**config.mk**
```make
export PLATFORM = sky130hd
export DESIGN_NAME = stall_flush_ctrl
export DESIGN_NICKNAME = d
export VERILOG_FILES = /design/src/rtl/stall_flush_ctrl.sv
export SDC_FILE = /design/constraint.sdc
export NUM_CORES = 1
export LEC_CHECK = 0
export BUFFER_PORTS_ARGS = -buffer_cell sky130_fd_sc_hd__buf_2
export CAP_MARGIN = 10
export CORE_MARGIN = 3
export CORE_UTILIZATION = 44
export CTS_CLUSTER_SIZE = 10
export DETAILED_ROUTE_END_ITERATION = 10
export MAX_ROUTING_LAYER = met4
export PLACE_DENSITY = 0.73
export SKIP_LAST_GASP = 1
export SLEW_MARGIN = 20
export SYNTH_ARGS = -nofsm -noshare
export SYNTH_HDL_FRONTEND = slang
export SYNTH_SLANG_ARGS = --single-unit
export TNS_END_PERCENT = 30
```
**constraint.sdc**
```tcl
create_clock -name clk -period 1.5 [get_ports clk]
set_input_delay 0.075 -clock clk [delete_from_list [all_inputs] [get_ports clk]]
set_output_delay 0.075 -clock clk [all_outputs]
set_load 0.02 [all_outputs]
```
**src/rtl/stall_flush_ctrl.sv**
```systemverilog
// stall_flush_ctrl: pipeline stall/flush arbitration (memory wait, branch, load-use) with wait timeout.
// Optional HAZARD_PERF_CNT_EN adds stall_cycles / flush_count performance counters. Rev 1.0
`default_nettype none

module stall_flush_ctrl #(
  parameter int MAX_MEM_WAIT = 16
) (
  input  logic       clk,
  input  logic       rst,
  input  logic [4:0] rs1D,
  input  logic [4:0] rs2D,
  input  logic [4:0] rdE,
  input  logic       mem_readE,
  input  logic       branch_takenE,
  input  logic       mem_req,
  input  logic       mem_ready,
  output logic       pc_write,
  output logic       if_id_write,
  output logic       if_id_flush,
  output logic       id_ex_flush,
  output logic       pipe_freeze,
`ifdef HAZARD_PERF_CNT_EN
  output logic       mem_timeout,
  output logic [31:0] stall_cycles,
  output logic [31:0] flush_count
`else
  output logic       mem_timeout
`endif
);

  localparam int CW = $clog2(MAX_MEM_WAIT + 1);

  typedef enum logic [1:0] {
    RUN      = 2'd0,
    MEM_WAIT = 2'd1,
    RELEASE  = 2'd2
  } state_t;

  state_t          state, state_next;
  logic [CW-1:0]   cnt, cnt_next;
  logic            timeout_q;
  logic            timeout_set;
  logic            freeze;
  logic            load_use;
  logic            mem_wait;

  assign load_use = mem_readE && (rdE != 5'd0) && ((rdE == rs1D) || (rdE == rs2D));
  assign mem_wait = mem_req && !mem_ready;

  // Next-state: the freeze decision depends only on state and memory handshake.
  always_comb begin
    state_next  = state;
    cnt_next    = cnt;
    freeze      = 1'b0;
    timeout_set = 1'b0;
    case (state)
      RUN: begin
        if (mem_wait) begin
          freeze     = 1'b1;
          state_next = MEM_WAIT;
          cnt_next   = CW'(1);
        end
      end
      MEM_WAIT: begin
        if (!mem_ready) begin
          freeze = 1'b1;
          if (cnt == CW'(MAX_MEM_WAIT)) begin
            timeout_set = 1'b1;
            state_next  = RELEASE;
            cnt_next    = '0;
          end else begin
            cnt_next = cnt + CW'(1);
          end
        end else begin
          state_next = RUN;
          cnt_next   = '0;
        end
      end
      RELEASE: begin
        // Forced unfrozen cycle after a timeout so the pipeline can drain.
        state_next = RUN;
        cnt_next   = '0;
      end
      default: begin
        state_next = RUN;
        cnt_next   = '0;
      end
    endcase
  end

  // Output priority: reset, freeze, branch, load-use, normal.
  always_comb begin
    pc_write    = 1'b1;
    if_id_write = 1'b1;
    if_id_flush = 1'b0;
    id_ex_flush = 1'b0;
    pipe_freeze = 1'b0;
    if (rst) begin
      pc_write    = 1'b0;
      if_id_write = 1'b0;
      if_id_flush = 1'b1;
      id_ex_flush = 1'b1;
    end else if (freeze) begin
      pc_write    = 1'b0;
      if_id_write = 1'b0;
      pipe_freeze = 1'b1;
    end else if (branch_takenE) begin
      if_id_flush = 1'b1;
      id_ex_flush = 1'b1;
    end else if (load_use) begin
      pc_write    = 1'b0;
      if_id_write = 1'b0;
      id_ex_flush = 1'b1;
    end
  end

  assign mem_timeout = timeout_q && !rst;

  always_ff @(posedge clk) begin
    if (rst) begin
      state     <= RUN;
      cnt       <= '0;
      timeout_q <= 1'b0;
    end else begin
      state     <= state_next;
      cnt       <= cnt_next;
      timeout_q <= timeout_q || timeout_set;
    end
  end

`ifdef HAZARD_PERF_CNT_EN
  always_ff @(posedge clk) begin
    if (rst) begin
      stall_cycles <= 32'd0;
      flush_count  <= 32'd0;
    end else begin
      if (!pc_write)
        stall_cycles <= stall_cycles + 32'd1;
      if (if_id_flush)
        flush_count <= flush_count + 32'd1;
    end
  end
`endif

endmodule

`default_nettype wire

```
==> flow_metrics.tcl, run 1 <==
set metrics [dict create \
    hp-class "in -> reg" \
    cts_buffers 3 \
    swShare_pct 28.1 \
    slew_headroom_pct 71.2 \
    area_growth_pct 25.8 \
    min_period_ps 1370 \
    p_leak_nw 0.342 \
    hpwl_um 1070 \
    yosysWarnings 0 \
    start_util_pct 50.1 \
    setup_tns_ps 0 \
    via_count 554 \
    clock_skew_ps 10.1 \
    max_freq_mhz 728 \
    cts_setup_buffers 0 \
    grt_pass1_vias 484 \
    status "finished clean" \
    synth_top_family_by_area "simple AND/OR/NAND/NOR gates" \
    avgSynthCellArea_um2 8.50 \
    pwr-share-seq_pct 43.7 \
    hold_viol_final 0 \
    hold_buffers 0 \
    max_cap_viol_count 0 \
    fin_total_pwr_mw 0.508 \
    intPower_mw 0.365 \
    drtAntennaViolNets 0 \
    rsz0062_at_grt "no" \
    final_common_cell "buf_2" \
    synthMuxAreaShare_pct 0 \
    gp_congestion 0.762 \
    ys_types 29 \
    worst_skew_pair.late_latency_ps 260 \
    critPathLaunchType "flop" \
    die-area_um2 1810 \
    die_w_um 42.5 \
    p_comb_share_pct 23.6 \
    path_max_fanout 5 \
    fin_hold_ws_ps 116 \
    diodes 0 \
    synth-compound-area-share_pct 18.6 \
    die_h_um 42.5 \
    end_kind "flop" \
    grt_first_pass_wirelength_um 2110 \
    worst-endpoint-required_ps 1700 \
    cts-root-buf "clkbuf_4" \
    nets 119 \
    place_ws_ps 120 \
    stdcell_count 108 \
    synth_xor_area_share_pct 19.4 \
    clk_transition_reported_paths_ps 60 \
    final_cell_mix "26 x buf_2, 13 x xor2_1, 8 x nor2_1" \
    dp.cells 105 \
    routed_wirelength_um 1260 \
    grtUsageTotal_pct 15.8 \
    seqCellArea_um2 163 \
    syn_inst 69 \
    p_switching_mw 0.143 \
    synth_area_um2 587 \
    ys_seq_area_share_pct 27.3 \
    antenna_found_initial 0 \
    power.density_nw_per_um2 688 \
    grt_overflow 0 \
    fillers 114 \
    cp.arrival_ps 1570 \
    clkSinkCount 8 \
    synthSimpleGateAreaFrac_pct 23.9 \
    io-pin-count 27 \
    drive_above_1_share_pct 38.3 \
    maxSlewViolCount 0 \
    grt_max_degree 10 \
    async_flop_share_pct 0 \
    dr.pass1.iters 3 \
    synth_adder_area_share_pct 4.26 \
    fin_ws_ps 126 \
    synthFlopType "dfxtp_1" \
    fin_crit_sh_pct 91.6 \
    finalSetupViolCount 0 \
    critical_path_class "reg -> reg" \
    ys_seq_elements 8 \
    portBuffers 26 \
    routed_via_density 5.13 \
    synth_nets 92 \
    post_drt_wl_per_cell_um 11.6 \
    drt_iter0_drc 4 \
    coreArea_um2 1170 \
    clockBufferDepth 2 \
    multi_input_area_um2 390 \
    pwr-share-clk_pct 32.6 \
    htreeDepth 1 \
    synth_edf_count 0 \
    row_count 12 \
    worst_slew_pin_slew_ps 427 \
    drcViolationCount 0 \
    max-vdd-ir-drop_uv 479 \
    tritoncts "built" \
]
[final timing paths]
path / from / endpoint / slack, ps / cells after the start
min reg2reg: state[1] / cnt[0] / 530 / 1
min: rst / cnt[0] / 120 / 2
max reg2reg: cnt[0] / cnt[4] / 130 / 6
max: cnt[0] / cnt[4] / 130 / 6
[sequential cells by signal, summed over array words and instances (netlist names)]
register	cells
timeout_q	1
cnt	5
state	2
[cells by family (layout without fill, tap and decap cells)]
kind of cell	after synthesis	in the layout
AO/OA/AOI/OAI	14	14
flip-flops	8	8
adder cells (fa/ha/maj)	2	2
buffers and inverters	8	33
AND/OR/NAND/NOR	24	24
XOR/XNOR	13	13
[synth_stat cells, types with 2 or more instances]
library cell	number	area, µm²
o21a_1	2	15.0
xor2_1	13	114
nor3_1	4	20.0
ha_1	2	25.0
nor2b_1	2	12.5
inv_1	4	15.0
dfxtp_1	8	160
nor2_1	9	33.8
buf_4	2	15.0
o311ai_0	2	17.5
o31ai_1	2	15.0
and2_1	2	12.5
[through the flow]
step | util [%] | cell area, µm²
finish | 63.0 | 738
CTS | 62.6 | 733
detailed placement | 60.7 | 711
floorplan | - | 587
global route | 63.0 | 738
global placement | 60.7 | 711
[what timing repair did]
item	CTS	global route
gates resized for setup	0	3
hold endpoints to repair	0	0
setup endpoints to repair	0	2
[layer usage]
metal | part of all wire, % | track usage, % | wire length [µm]
met5 | 0 | - | 0
met4 | 1.7 | 7.45 | 22
met3 | 5.9 | 5.15 | 74
met2 | 48 | 23.4 | 608
met1 | 44 | 19.2 | 554
[critical path: stages, from the launching register on]
cell       delay [ps]
dfxtp_1           380
inv_1              60
ha_1              190
nand4bb_1         150
nand2_1            90
a211o_1           340
nor2_1            110
[power groups by stage]
| stage | registers (mW) | logic [mW] | clock network (mW) |
|---|---|---|---|
| after global placement | 0.226 | 0.119 | 0 |
| final | 0.222 | 0.120 | 0.166 |
| after global routing | 0.223 | 0.133 | 0.179 |
| after detailed placement | 0.226 | 0.120 | 0 |
| after CTS | 0.222 | 0.121 | 0.171 |
| after floorplan | 0.223 | 0.0750 | 0 |
[area by class of cell]
| class | count | area share [%] |
|---|---|---|
| Multi-Input combinational cell | 53 | 52.9 |
| Clock buffer | 3 | 3.05 |
| Tap cell | 14 | 2.37 |
| Timing Repair Buffer | 26 | 17.6 |
| Sequential cell | 8 | 22.0 |
| Inverter | 4 | 2.03 |
Note: power is estimated with default switching activity, not from simulation.
==> run 2, diff against run 1 <==
--- a/config.mk
+++ b/config.mk
@@ -7,7 +7,6 @@
 export LEC_CHECK = 0
 export BUFFER_PORTS_ARGS = -buffer_cell sky130_fd_sc_hd__buf_2
 export CAP_MARGIN = 10
-export CORE_MARGIN = 3
 export CORE_UTILIZATION = 44
 export CTS_CLUSTER_SIZE = 10
 export DETAILED_ROUTE_END_ITERATION = 10
==> run 2 against run 1 <==
  * Via count up 2.3%
  * Sequential power about the same
  * Utilization up 0.21 points
  * Final area up 0.34%
  * Sequential share of layout area up 0.26 points
  * Clock-buffer cell count unchanged
  * Flip-flop and latch count unchanged
  * Clock skew down 4.4 ps
  * Global-route usage up 2.8 points
  * Critical endpoint is now id_ex_flush
  * Largest cell class unchanged
==> flow_metrics.tcl, run 2 (synthesis results as in run 1) <==
set metrics [dict create \
    status "finished clean" \
    largest_registers "cnt x5, state x2, timeout_q x1" \
    critical_path_class "reg -> out" \
    diodes 0 \
    dr.pass1.iters 4 \
    dpl_cell_area_um2 711 \
    die_h_um 38.5 \
    drt_iter0_drc 9 \
    drive_above_1_share_pct 38.3 \
    coreArea_um2 1170 \
    setup_tns_ps 0 \
    path_delay_family "compound AO/OA/AOI/OAI gates" \
    grt_first_pass_wirelength_um 1810 \
    final_common_cell "buf_2" \
    clock_skew_ps 5.66 \
    hp-class "in -> reg" \
    row_count 12 \
    pwr-share-seq_pct 44.4 \
    path_max_fanout 8 \
    p_leak_nw 0.343 \
    intPower_mw 0.363 \
    post_drt_wl_per_cell_um 11.5 \
    grt_overflow 0 \
    clk_transition_reported_paths_ps 50 \
    grtUsageTotal_pct 18.7 \
    cts_setup_buffers 0 \
    final_cell_mix "26 x buf_2, 13 x xor2_1, 8 x nor2_1" \
    p_comb_share_pct 24.4 \
    clkSinkCount 8 \
    rsz0062_at_grt "no" \
    drtAntennaViolNets 0 \
    portBuffers 26 \
    end_kind "output port" \
    swShare_pct 27.1 \
    drcViolationCount 0 \
    max_freq_mhz 691 \
    p_switching_mw 0.135 \
    gp_congestion 0.790 \
    fillers 100 \
    tritoncts "built" \
    top_register "cnt" \
    cts-root-buf "clkbuf_4" \
    io-pin-count 27 \
    area_growth_pct 26.2 \
    hpwl_um 999 \
    max_cap_viol_count 0 \
    power.density_nw_per_um2 673 \
    worst-endpoint-required_ps 1420 \
    clockBufferDepth 2 \
    hold_viol_final 0 \
    htreeDepth 1 \
    via_count 567 \
    start_util_pct 50.1 \
    antenna_found_initial 0 \
    maxSlewViolCount 0 \
    largest_register_ffs 5 \
    routed_via_density 5.25 \
    slew_headroom_pct 71.3 \
    worst_skew_pair.late_latency_ps 250 \
    die_w_um 38.5 \
    worst_path_largest_cell_delay_ps 370 \
    grt_max_degree 10 \
    stdcell_area_um2 741 \
    min_period_ps 1450 \
    cts_buffers 3 \
    worstPathCellList "nor2_2, o21ai_1, a21oi_1, o31ai_1, buf_2" \
    fin_hold_ws_ps 127 \
    cp_num_buf_inv 1 \
    crit_slowest_cell "dfxtp_4" \
    critPathLaunchType "flop" \
    nets 119 \
    max-vdd-ir-drop_uv 598 \
    routed_wirelength_um 1240 \
    grt_pass1_vias 436 \
    worst_slew_pin_slew_ps 425 \
    fin_crit_sh_pct 96.5 \
    cp.arrival_ps 1370 \
    die-area_um2 1480 \
    pwr-share-clk_pct 31.3 \
    finalSetupViolCount 0 \
]
[run 2: cell count changes in the layout (fill, tap and decap cells not counted)]
cell,before,now
dfxtp_2,2,1
dfxtp_4,0,1
o21ai_0,1,0
o21ai_1,0,1
[run 2: final timing paths]
| path | start | to | slack, ps | depth (start not counted) |
|---|---|---|---|---|
| worst max-delay path | state[1] | id_ex_flush | 50 | 5 |
| worst min-delay path | rst | cnt[0] | 130 | 2 |
| worst max register to register | cnt[0] | cnt[2] | 110 | 6 |
| worst min register to register | state[1] | cnt[0] | 500 | 1 |
[run 2: repair_timing]
item / CTS / global route
endpoints found under the setup margin: 1 / 1
cloned: 0 / 0
hold endpoints to repair: 0 / 0
gates resized for setup: 1 / 4
pin swaps: 1 / 1
hold buffers: 0 / 0
[run 2: area by class of cell]
cell class	instances	area (µm²)	share of cell area, %
clock buffers	3	22.5	3.04
inverters	4	15.0	2.03
multi-input cells	53	390	52.7
flip-flops and latches	8	165	22.3
well taps	14	17.5	2.36
repair buffers	26	130	17.6
[run 2: through the flow]
step,std cells,total power [mW],utilization [%],setup WS [ps]
after floorplan,69,0.298,-,229
after global placement,105,0.344,60.7,179
after detailed placement,105,0.347,60.7,126
after CTS,108,0.504,62.7,25.1
after global routing,108,0.530,63.2,25.5
final,108,0.499,63.2,52.8
[run 2: power by group through the flow]
| stage | sequential [mW] | clock, mW | combinational [mW] |
|---|---|---|---|
| CTS | 0.222 | 0.161 | 0.121 |
| global placement | 0.226 | 0 | 0.118 |
| finish | 0.221 | 0.156 | 0.121 |
| global route | 0.221 | 0.176 | 0.133 |
| floorplan | 0.223 | 0 | 0.0750 |
| detailed placement | 0.226 | 0 | 0.120 |
[run 2: per-layer routing]
layer	vias up	share of wire [%]	track usage (%)
met2	25	51	27.9
met3	0	4.5	6.98
met1	253	45	23.4
met4	0	0	5.17
li1	289	-	-
met5	-	0	-
